===== config.mk =====
export PLATFORM = sky130hd
export DESIGN_NAME = otter_mem_arbiter
export DESIGN_NICKNAME = d
export VERILOG_FILES = /design/src/rtl/otter_arb_pkg.sv /design/src/rtl/otter_mem_arbiter_rr_pick.sv /design/src/rtl/otter_mem_arbiter.sv
export SDC_FILE = /design/constraint.sdc
export NUM_CORES = 1
export LEC_CHECK = 0
export ABC_AREA = 1
export CAP_MARGIN = 40
export CORE_AREA = 2 2 133 135
export DETAILED_ROUTE_END_ITERATION = 6
export DIE_AREA = 0 0 135 137
export PLACE_DENSITY = 0.73
export SYNTH_ARGS = -nofsm -noshare
export SYNTH_HDL_FRONTEND = slang
export SYNTH_SLANG_ARGS = --single-unit
export TNS_END_PERCENT = 50

===== constraint.sdc =====
create_clock -name clk -period 2.5 [get_ports clk]
set_input_delay 0.5 -clock clk [delete_from_list [all_inputs] [get_ports clk]]
set_output_delay 0.5 -clock clk [all_outputs]
set_load 0.01 [all_outputs]

===== src/rtl/otter_arb_pkg.sv =====
// otter_arb_pkg: shared types for the OTTER memory arbiter.
// Provides the FSM state enum, the memory size encoding and the latched request struct.
package otter_arb_pkg;
  typedef enum logic {IDLE, BUSY} arb_state_t;
  typedef logic [1:0] mem_size_t;
  localparam mem_size_t SZ_BYTE = 2'd0;
  localparam mem_size_t SZ_HALF = 2'd1;
  localparam mem_size_t SZ_WORD = 2'd2;
  typedef struct packed {
    logic        read;
    logic        write;
    logic [31:0] addr;
    logic [31:0] din;
    mem_size_t   size;
  } otter_req_t;
endpackage


===== src/rtl/otter_mem_arbiter_rr_pick.sv =====
// rr_pick: combinational round-robin picker (rotate, priority-encode, un-rotate).
// Ports: active - request vector; ptr - highest-priority index;
//        valid - any request active; idx - winning index.
module rr_pick #(
  parameter int NUM_REQ = 3,
  localparam int W = $clog2(NUM_REQ)
) (
  input  logic [NUM_REQ-1:0] active,
  input  logic [W-1:0]       ptr,
  output logic               valid,
  output logic [W-1:0]       idx
);
  logic [NUM_REQ-1:0] w_rot;
  logic [W-1:0]       w_ofs;
  logic [W:0]         w_sum;
  // Rotate so that bit 0 is the requester at ptr.
  assign w_rot = NUM_REQ'({active, active} >> ptr);
  always_comb begin
    w_ofs = '0;
    for (int k = NUM_REQ - 1; k >= 0; k--)
      if (w_rot[k]) w_ofs = W'(k);
  end
  // Un-rotate with a modulo add; ptr and w_ofs are both below NUM_REQ.
  assign w_sum = {1'b0, w_ofs} + {1'b0, ptr};
  assign idx   = (w_sum >= (W+1)'(NUM_REQ)) ? W'(w_sum - (W+1)'(NUM_REQ)) : W'(w_sum);
  assign valid = |active;
endmodule


===== src/rtl/otter_mem_arbiter.sv =====
// otter_mem_arbiter: round-robin arbiter sharing one OTTER memory port among NUM_REQ requesters.
// Ports: clk/rst_n - clock and async active-low reset;
//        req_* - per-requester read/write/addr/din/size in, stall out, shared dout;
//        ds_* - downstream request out, read data and stall in;
//        grant/busy - current owner and busy state; timeout_err - sticky watchdog flag.
module otter_mem_arbiter
  import otter_arb_pkg::*;
#(
  parameter int NUM_REQ = 3,
  parameter int TIMEOUT = 1024,
  localparam int GW = $clog2(NUM_REQ),
  localparam int TW = (TIMEOUT > 0) ? $clog2(TIMEOUT + 1) : 1
) (
  input  logic                      clk,
  input  logic                      rst_n,
  input  logic [NUM_REQ-1:0]        req_read,
  input  logic [NUM_REQ-1:0]        req_write,
  input  logic [NUM_REQ-1:0][31:0]  req_addr,
  input  logic [NUM_REQ-1:0][31:0]  req_din,
  input  logic [NUM_REQ-1:0][1:0]   req_size,
  output logic [NUM_REQ-1:0]        req_stall,
  output logic [31:0]               req_dout,
  output logic                      ds_read,
  output logic                      ds_write,
  output logic [31:0]               ds_addr,
  output logic [31:0]               ds_din,
  output logic [1:0]                ds_size,
  input  logic [31:0]               ds_dout,
  input  logic                      ds_stall,
  output logic [GW-1:0]             grant,
  output logic                      busy,
  output logic                      timeout_err
);
  arb_state_t         r_state;
  otter_req_t         r_req;
  logic [GW-1:0]      r_grant;
  logic [GW-1:0]      r_ptr;
  logic [TW-1:0]      r_cnt;
  logic               r_err;
  logic [NUM_REQ-1:0] w_active;
  logic               w_valid;
  logic [GW-1:0]      w_idx;
  logic [TW-1:0]      w_cnt_nxt;

  assign w_active = req_read | req_write;

  rr_pick #(.NUM_REQ(NUM_REQ)) u_pick (
    .active(w_active),
    .ptr   (r_ptr),
    .valid (w_valid),
    .idx   (w_idx)
  );

  // Watchdog saturates at TIMEOUT instead of wrapping.
  assign w_cnt_nxt = (r_cnt == TW'(TIMEOUT)) ? r_cnt : r_cnt + TW'(1);

  always_ff @(posedge clk or negedge rst_n) begin
    if (!rst_n) begin
      r_state <= IDLE;
      r_req   <= '0;
      r_grant <= '0;
      r_ptr   <= '0;
      r_cnt   <= '0;
      r_err   <= 1'b0;
    end else begin
      r_cnt <= (r_state == BUSY) ? w_cnt_nxt : '0;
      if (r_state == BUSY && TIMEOUT != 0 && w_cnt_nxt == TW'(TIMEOUT)) r_err <= 1'b1;
      if (r_state == IDLE) begin
        if (w_valid) begin
          r_state <= BUSY;
          r_grant <= w_idx;
          // Write wins when a requester raises both strobes.
          r_req   <= '{read:  req_read[w_idx] & ~req_write[w_idx],
                       write: req_write[w_idx],
                       addr:  req_addr[w_idx],
                       din:   req_din[w_idx],
                       size:  mem_size_t'(req_size[w_idx])};
        end
      end else if (!ds_stall) begin
        r_state     <= IDLE;
        r_ptr       <= (r_grant == GW'(NUM_REQ - 1)) ? '0 : r_grant + GW'(1);
        r_req.read  <= 1'b0;
        r_req.write <= 1'b0;
      end
    end
  end

  // Stall drops only for the owner in its completion cycle.
  for (genvar i = 0; i < NUM_REQ; i++) begin : g_stall
    assign req_stall[i] = w_active[i] & ~(busy & (r_grant == GW'(i)) & ~ds_stall);
  end

  assign busy        = (r_state == BUSY);
  assign grant       = r_grant;
  assign ds_read     = r_req.read;
  assign ds_write    = r_req.write;
  assign ds_addr     = r_req.addr;
  assign ds_din      = r_req.din;
  assign ds_size     = r_req.size;
  assign req_dout    = ds_dout;
  assign timeout_err = r_err;
endmodule


==> impl_metrics.toml, run 1 <==
[sta]
setup-violations-final = 70
worst_slack_ps = -442
slew_headroom = 0.620
rsz0062_at_grt = "true"
hold_viol_final = 0
worst_pin_slew_ps = 569
whs_ps = 142
max_freq_mhz = 340
fin_crit_sh = 1.18
finalMaxSlewViolations = 0
worst_clock_skew_ps = 9.95
post-route-min-period_ps = 2940

[detailed_routing]
route.detailed.drc = 0
drt_wl_total_mm = 21.2
drt_iter0_drc = 289
drt-vias-per-instance = 4.96
drtPass1Iterations = 4
wl_per_cell_um = 18.2
detail-route-antenna-nets = 0
vias = 5773

[synth]
ys.flop_type = "dfrtp_1"
synthTopCellsByArea = "dfrtp_1 41%, a21oi_1 12%, o211ai_1 8.3%, nor2_1 6.8%, buf_4 5.7%"
ys_ff_latch = 85
yosysUniqueCellTypes = 32
synth_most_common_cell = "a21oi_1"
syn_avg_cell_area_um2 = 8.03
synth_area_um2 = 5250
synth-async-reset-ratio = 1.00
yosysTopAreaCellShare = 0.405
yosysTopAreaCell = "dfrtp_1"
yosys_warnings = 0
synth_edf_count = 0
synth_nets = 898
ys_top_cells_by_count = "125 x a21oi_1, 95 x nor2_1, 85 x dfrtp_1"
ys_seq_area_frac = 0.405
synthCells = 654

[worst_setup_path]
crit_slowest_cell = "fa_1"
cp-end-kind = "register"
r2r_setup_slack_ps = -440
reg2reg_depth = 17
path_cells = "inv_4, nand2_2, o21ai_2, inv_1, nand2_2, a22oi_2, ha_2, fa_1, ha_4, inv_4, nand3_4, buf_8, nand2_8, buf_12, or2_2, o211ai_1, a21oi_1"
worstPathArrival_ps = 3170
required_ps = 2730
path_max_fanout = 7
cp_top_family = "adder cells"
cp_slowest_stage_delay_ps = 590
r2r-end = "ds_din[22]"
path_buf_inv = 5
start_kind = "register"
regToRegStartpoint = "r_ptr[0]"
critical_path_class = "register to register"

[placed_design]
place_ws_ps = -1080
hpwl_mm = 14.6
port_buffers = 281
gp_congestion = 0.858

[cells_and_area]
drive_gt1_frac = 0.178
syn_to_final_growth_pct = 77.5
nets = 1180
n_antenna_cell = 0

[power]
finalPower_mw = 15.7
power.leakage_nw = 3.75
ir_drop_v = 0.000982
power.density_nw_per_um2 = 1680

[clocking]
clkSinkCount = 85
clk_pin_slew_ps = 60
htree_levels = 3
root_buffer = "clkbuf_16"
cts_tree = "built"
cts_made_buffers = 9
worstSkewPairLatency_ps = 350
max-clock-path-buffers = 2

[die]
rows = 48
die_y_um = 137
io_pins = 346
die_area_um2 = 18500
start_util = 0.308
coreArea_um2 = 17100
die_w_um = 135

[grt]
antenna_found_initial = 0
grt_pass1_wl_mm = 30.8
grt_pass1_vias = 5786
grt-ovfl-total = 0
grt_use_total = 0.217
grt_max_degree = 48

[run_status]
status = "finished, violations left"
failed_checks = "setup timing"

[hold_path]
hp-class = "primary input to asynchronous set/reset pin"

[flow_run]
max-cap-violations = 0
power breakdown:
part | total [mW] | switching (mW) | internal, mW
clock network | 1.36 | 0.568 | 0.795
registers | 2.47 | 0.410 | 2.06
logic | 11.8 | 5.81 | 6.03
total | 15.7 | 6.78 | 8.88
cell families (layout without fill, tap and decap cells):
group	after synthesis	in the layout	share of synthesized area
xor gates and xnor gates	3	3	0.00501
AOI/OAI and AO/OA	217	217	0.242
and+or+nand+nor	239	240	0.214
adders and majority gates	5	5	0.0133
buffers and inverters	105	390	0.120
DFF	85	85	0.405
layer usage:
metal,GRT usage,share of wire,up-vias
li1,-,-,2758
met1,0.234,0.38,2722
met2,0.395,0.51,255
met3,0.0774,0.085,38
met4,0.0770,0.026,0
met5,0,0,-
worst max-delay path by stage:
stage	cells past startpoint	start	end
final	17	r_ptr[0]	ds_din[22]
after global placement	18	req_write[2]	ds_din[29]
after global routing	20	req_write[1]	ds_read
after floorplan	18	req_write[2]	ds_addr[27]
after CTS	17	r_ptr[0]	ds_din[1]
after detailed placement	17	req_write[2]	ds_addr[28]
placed cells by master, fill, tap and decap left out, types with 17 or more instances in the layout:
cell and n:
a21oi_2 28, nor2_1 90, a21oi_1 96, buf_12 17
inv_1 25, or2_0 39, buf_4 30, o211ai_1 58
nand2_1 47, dfrtp_1 84, clkdlybuf4s50_1 274
cell type report:
type | count | area (µm²)
flip-flops and latches | 85 | 2130
clock inverters | 4 | 48.8
well taps | 225 | 282
repair buffers | 344 | 3680
fillers | 1570 | 7740
multi-input cells | 465 | 2810
inverters | 31 | 121
clock buffers | 11 | 243
through the flow:
stage / cells / cell area, µm² / utilization / TNS [ps]
2_1_floorplan: 654 / 5310 / - / -18970
3_3_place_gp: 1125 / 8290 / 0.486 / -65380
3_5_place_dp: 1125 / 8290 / 0.486 / -72260
4_1_cts: 1159 / 9070 / 0.532 / -23310
5_1_grt: 1165 / 9320 / 0.546 / -34770
6_report: 1165 / 9320 / 0.546 / -26480
flip-flops by register name, summed over array words and instances, names as in the netlist:
register     flops
r_cnt           11
grant            2
ds_addr         32
ds_write         1
timeout_err      1
busy             1
ds_size          2
r_ptr            2
ds_read          1
ds_din          32
timing repair:
item | in CTS | in global routing
pin swaps | 42 | 63
hold endpoints to repair | 0 | 0
endpoints found under the setup margin | 71 | 71
cloned | 5 | 6
buffers inserted | 14 | 3
hold buffers | 0 | 0
gates resized for setup | 74 | 44
Power figures use the tool's default switching activity.
==> inputs of run 2 (changes only) <==
SKIP_LAST_GASP = 1   (was not set)
==> run 2 against run 1 <==
The flow still finishes with violations (setup timing). Sequential cell count is the same. Total power shrank 0.71%. Largest cell class unchanged. Setup slack gained 0.92 ps. Clock-buffer cell count is the same. Worst hold slack gained 2.8 ps. Final area shrank 0.46%. First-iteration DRC count shrank 5.2%. Register-to-register slack is essentially flat.
==> impl_metrics.toml, run 2 (same netlist as run 1, synthesis figures left out) <==
[cells_and_area]
fin_area_um2 = 9270
n_antenna_cell = 0
drive_gt1_frac = 0.167
nets = 1180
layout_common_cells = "274 x clkdlybuf4s50_1, 103 x a21oi_1, 91 x nor2_1"
utilization = 0.544
final_common_cell = "clkdlybuf4s50_1"
syn_to_final_growth_pct = 76.6

[grt]
grt_max_degree = 48
antenna_found_initial = 0
grt_pass1_vias = 5799
grt_pass1_wl_mm = 30.9
grt-ovfl-total = 0
grt_use_total = 0.218

[power]
ir_drop_v = 0.000977
power.leakage_nw = 3.74
power.density_nw_per_um2 = 1680
finalPower_mw = 15.6

[clocking]
max-clock-path-buffers = 2
cts_tree = "built"
htree_levels = 3
cts_made_buffers = 9
clk_pin_slew_ps = 60
cts_hold_buf = 0
clkSinkCount = 85
root_buffer = "clkbuf_16"
worstSkewPairLatency_ps = 350

[worst_setup_path]
critical_path_class = "primary input to register"
path_max_fanout = 4
required_ps = 2740
cp-end-kind = "register"
cp_slowest_stage_delay_ps = 530
path_cells = "clkdlybuf4s15_2, nor2_4, inv_2, o21ai_2, inv_1, nand2_2, a22oi_2, ha_2, fa_1, ha_4, inv_4, nand4_1, nand2_4, nor2_8, buf_12, buf_6, buf_6, nand2_2, o21ai_2, nand2_1, nand2_1"
crit_slowest_cell = "fa_1"
worstPathArrival_ps = 3180
start_kind = "primary input"

[sta]
worst_pin_slew_ps = 571
worst_clock_skew_ps = 8.08
hold_viol_final = 0
worst_slack_ps = -441
finalMaxSlewViolations = 0
max_freq_mhz = 340
post-route-min-period_ps = 2940
fin_tns_setup_ps = -26820
rsz0062_at_grt = "true"
setup-violations-final = 71
slew_headroom = 0.619
fin_crit_sh = 1.18

[detailed_routing]
drt_iter0_drc = 274
wl_per_cell_um = 18.2
route.detailed.drc = 0
drt_wl_total_mm = 21.2
vias = 5772
drtPass1Iterations = 4
detail-route-antenna-nets = 0
drt-vias-per-instance = 4.95

[die]
io_pins = 346
rows = 48
die_area_um2 = 18500
die_w_um = 135
coreArea_um2 = 17100
die_y_um = 137
start_util = 0.308

[placed_design]
hpwl_mm = 14.6
gp_congestion = 0.858
place_area_um2 = 8290
place_ws_ps = -1080
port_buffers = 281

[hold_path]
hp-class = "primary input to asynchronous set/reset pin"

[run_status]
failed_checks = "setup timing"
status = "finished, violations left"

[flow_run]
max-cap-violations = 0
[run 2: metrics by stage]
step	hold WS (ps)	std cells
CTS	150	1159
floorplan	204	654
finish	145	1165
detailed placement	484	1125
global placement	451	1125
global route	173	1165
[run 2: worst paths after layout]
kind                                    from     endpoint  slack (ps)  depth (start not counted)
max in group asynchronous              rst_n   ds_addr[7]        1700                          2
worst min register to register   timeout_err  timeout_err         480                          2
worst min-delay path                   rst_n  ds_addr[31]         140                          1
worst max register to register      r_ptr[0]      ds_read        -440                         20
worst max-delay path            req_write[2]      ds_read        -440                         21
min in group clk                 timeout_err  timeout_err         480                          2
[run 2: repair_timing]
action / 4_1_cts / 5_1_grt
buffers inserted: 14 / 3
pin swaps: 40 / 42
cloned: 5 / 6
setup endpoints to repair: 71 / 71
resized for setup: 60 / 42
[run 2: power by group]
part,switching [mW],internal (mW),total (mW)
sequential,0.409,2.06,2.47
clock,0.563,0.795,1.36
combinational,5.75,5.98,11.7
total,6.72,8.83,15.6
[run 2: final cells by class]
cell class                 instances  area, µm²
inverter                          31        121
sequential                        85       2130
fill                            1568       7780
clock inverter                     4       48.8
clock buffer                      11        243
timing repair buffer             344       3680
multi-input combinational        465       2770
tap                              225        282
[run 2: per-layer routing]
metal | track usage | share of wire | wire, µm
met1 | 0.232 | 0.38 | 7970
met2 | 0.397 | 0.51 | 10800
met3 | 0.0778 | 0.089 | 1880
met4 | 0.0793 | 0.025 | 529
met5 | 0 | 0 | 0
[run 2: critical path: cells and delay by family]
family          cells  cell delay [ps]
compound gates      3              250
buf+inv             7              760
simple gates        8              720
fa+ha+maj           3              930
==> inputs of run 3 (changes only) <==
CTS_BUF_LIST = sky130_fd_sc_hd__clkbuf_16   (was not set)
==> run 3 against run 2 <==
The flow still finishes with violations (setup timing). Wire length fell by 0.13%. Die area is the same. Clock-buffer cell count fell by 2. Highest routed layer unchanged. Sequential cell count unchanged. Critical endpoint unchanged. Largest cell class unchanged. First-iteration DRC count grew 5.5%. Final area fell by 0.11%. Sequential share of layout area about the same. Utilization is 0.059 points lower. Clock skew is 1.8 ps higher. Total power fell by 0.20%. Largest power group unchanged. Worst hold slack better by 2.5 ps. Global-route usage is the same.
==> impl_metrics.toml, run 3 (same netlist as run 1, synthesis figures left out) <==
[run_status]
status = "finished, violations left"
failed_checks = "setup timing"

[sta]
fin_crit_sh = 1.18
setup-violations-final = 71
finalMaxSlewViolations = 0
worst_slack_ps = -440
hold_viol_final = 0
worst_pin_slew_ps = 573
max_freq_mhz = 340
whs_ps = 147
post-route-min-period_ps = 2940
worst_clock_skew_ps = 9.90
slew_headroom = 0.618
rsz0062_at_grt = "true"

[worst_setup_path]
start_kind = "primary input"
worstPathArrival_ps = 3180
path_max_fanout = 4
r2r_setup_slack_ps = -440
required_ps = 2740
critical_path_class = "primary input to register"
cp-end-kind = "register"

[die]
die_y_um = 137
die_area_um2 = 18500
start_util = 0.308
coreArea_um2 = 17100
io_pins = 346
rows = 48
die_w_um = 135

[detailed_routing]
drt_wl_total_mm = 21.2
wl_per_cell_um = 18.2
detail-route-antenna-nets = 0
drt-vias-per-instance = 4.95
vias = 5768
drtPass1Iterations = 4
route.detailed.drc = 0
drt_iter0_drc = 289

[power]
ir_drop_v = 0.000974
power.density_nw_per_um2 = 1680
power.leakage_nw = 3.74

[cells_and_area]
multi_input_comb_area_um2 = 2770
seq_area_um2 = 2130
nFillCells = 1570
utilization = 0.543
nets = 1180
drive_gt1_frac = 0.166
final_common_cell = "clkdlybuf4s50_1"
syn_to_final_growth_pct = 76.5
n_antenna_cell = 0
layout_common_cells = "274 x clkdlybuf4s50_1, 103 x a21oi_1, 91 x nor2_1"

[grt]
gr-usage-met3 = 0.0778
grt_use_total = 0.218
grt_max_degree = 48
grt-ovfl-total = 0
top_usage_layer = "met2"
antenna_found_initial = 0
use_met1 = 0.232
use_met2 = 0.397
grt_pass1_wl_mm = 30.9
grt_pass1_vias = 5798

[placed_design]
gp_congestion = 0.858
port_buffers = 281
hpwl_mm = 14.6

[clocking]
clkSinkCount = 85
cts_made_buffers = 9
cts_hold_buf = 0
htree_levels = 3
clk_pin_slew_ps = 60
cts_tree = "built"
max-clock-path-buffers = 2
root_buffer = "clkbuf_16"
worstSkewPairLatency_ps = 350

[hold_path]
hp-class = "primary input to asynchronous set/reset pin"

[flow_run]
max-cap-violations = 0
[run 3: cell types whose count changed in the layout (fill, tap and decap cells not counted), sizes merged]
cell,previous run,this run
clkbuf,17,15
clkinv,3,4
inv,31,32
[run 3: final cells by class]
class	instances	area share
clock buffer	9	0.0243
clock inverter	6	0.00608
inverter	31	0.0131
multi-input combinational	465	0.299
sequential	85	0.230
tap	225	0.0304
timing repair buffer	344	0.398
[run 3: worst paths after layout]
check / start / to / depth (start not counted)
min in group clk: timeout_err / timeout_err / 2
max in group asynchronous: rst_n / ds_addr[7] / 2
min: rst_n / ds_addr[31] / 1
max reg2reg: r_ptr[0] / ds_read / 20
min reg2reg: timeout_err / timeout_err / 2
max: req_write[2] / ds_read / 21
[run 3: timing repair]
action | 4_1_cts | 5_1_grt
pin swaps | 39 | 42
setup buffers | 14 | 3
gates resized for setup | 60 | 42
cloned | 5 | 6
endpoints found under the setup margin | 71 | 71
[run 3: through the flow]
| stage | instance area, µm² | setup TNS, ps | setup WS (ps) | std cells | total power [mW] |
|---|---|---|---|---|---|
| global placement | 8290 | -65380 | -974 | 1125 | 11.3 |
| finish | 9260 | -26780 | -440 | 1165 | 15.5 |
| global route | 9260 | -35400 | -584 | 1165 | 16.6 |
| floorplan | 5310 | -18970 | -346 | 654 | 7.93 |
| detailed placement | 8290 | -72260 | -1080 | 1125 | 11.4 |
| CTS | 9020 | -23550 | -402 | 1159 | 14.7 |
[run 3: power by group]
group / internal [mW] / total (mW) / switching [mW]
combinational: 5.98 / 11.7 / 5.75
clock: 0.760 / 1.32 / 0.560
sequential: 2.06 / 2.47 / 0.410
[run 3: layer usage]
metal / wire length [µm] / part of all wire / up-vias
li1: - / - / 2760
met1: 7920 / 0.37 / 2720
met2: 10800 / 0.51 / 254
met3: 1920 / 0.091 / 34
met4: 499 / 0.024 / 0
met5: 0 / 0 / -
[run 3: critical path: stages]
cell,delay [ps]
clkdlybuf4s15_2,210
nor2_4,100
inv_2,60
o21ai_2,140
inv_1,60
nand2_2,70
a22oi_2,60
ha_2,200
fa_1,530
ha_4,200
inv_4,80
nand4_1,160
nand2_4,170
nor2_8,60
buf_12,130
buf_6,110
buf_6,110
nand2_2,50
o21ai_2,50
nand2_1,60
nand2_1,50
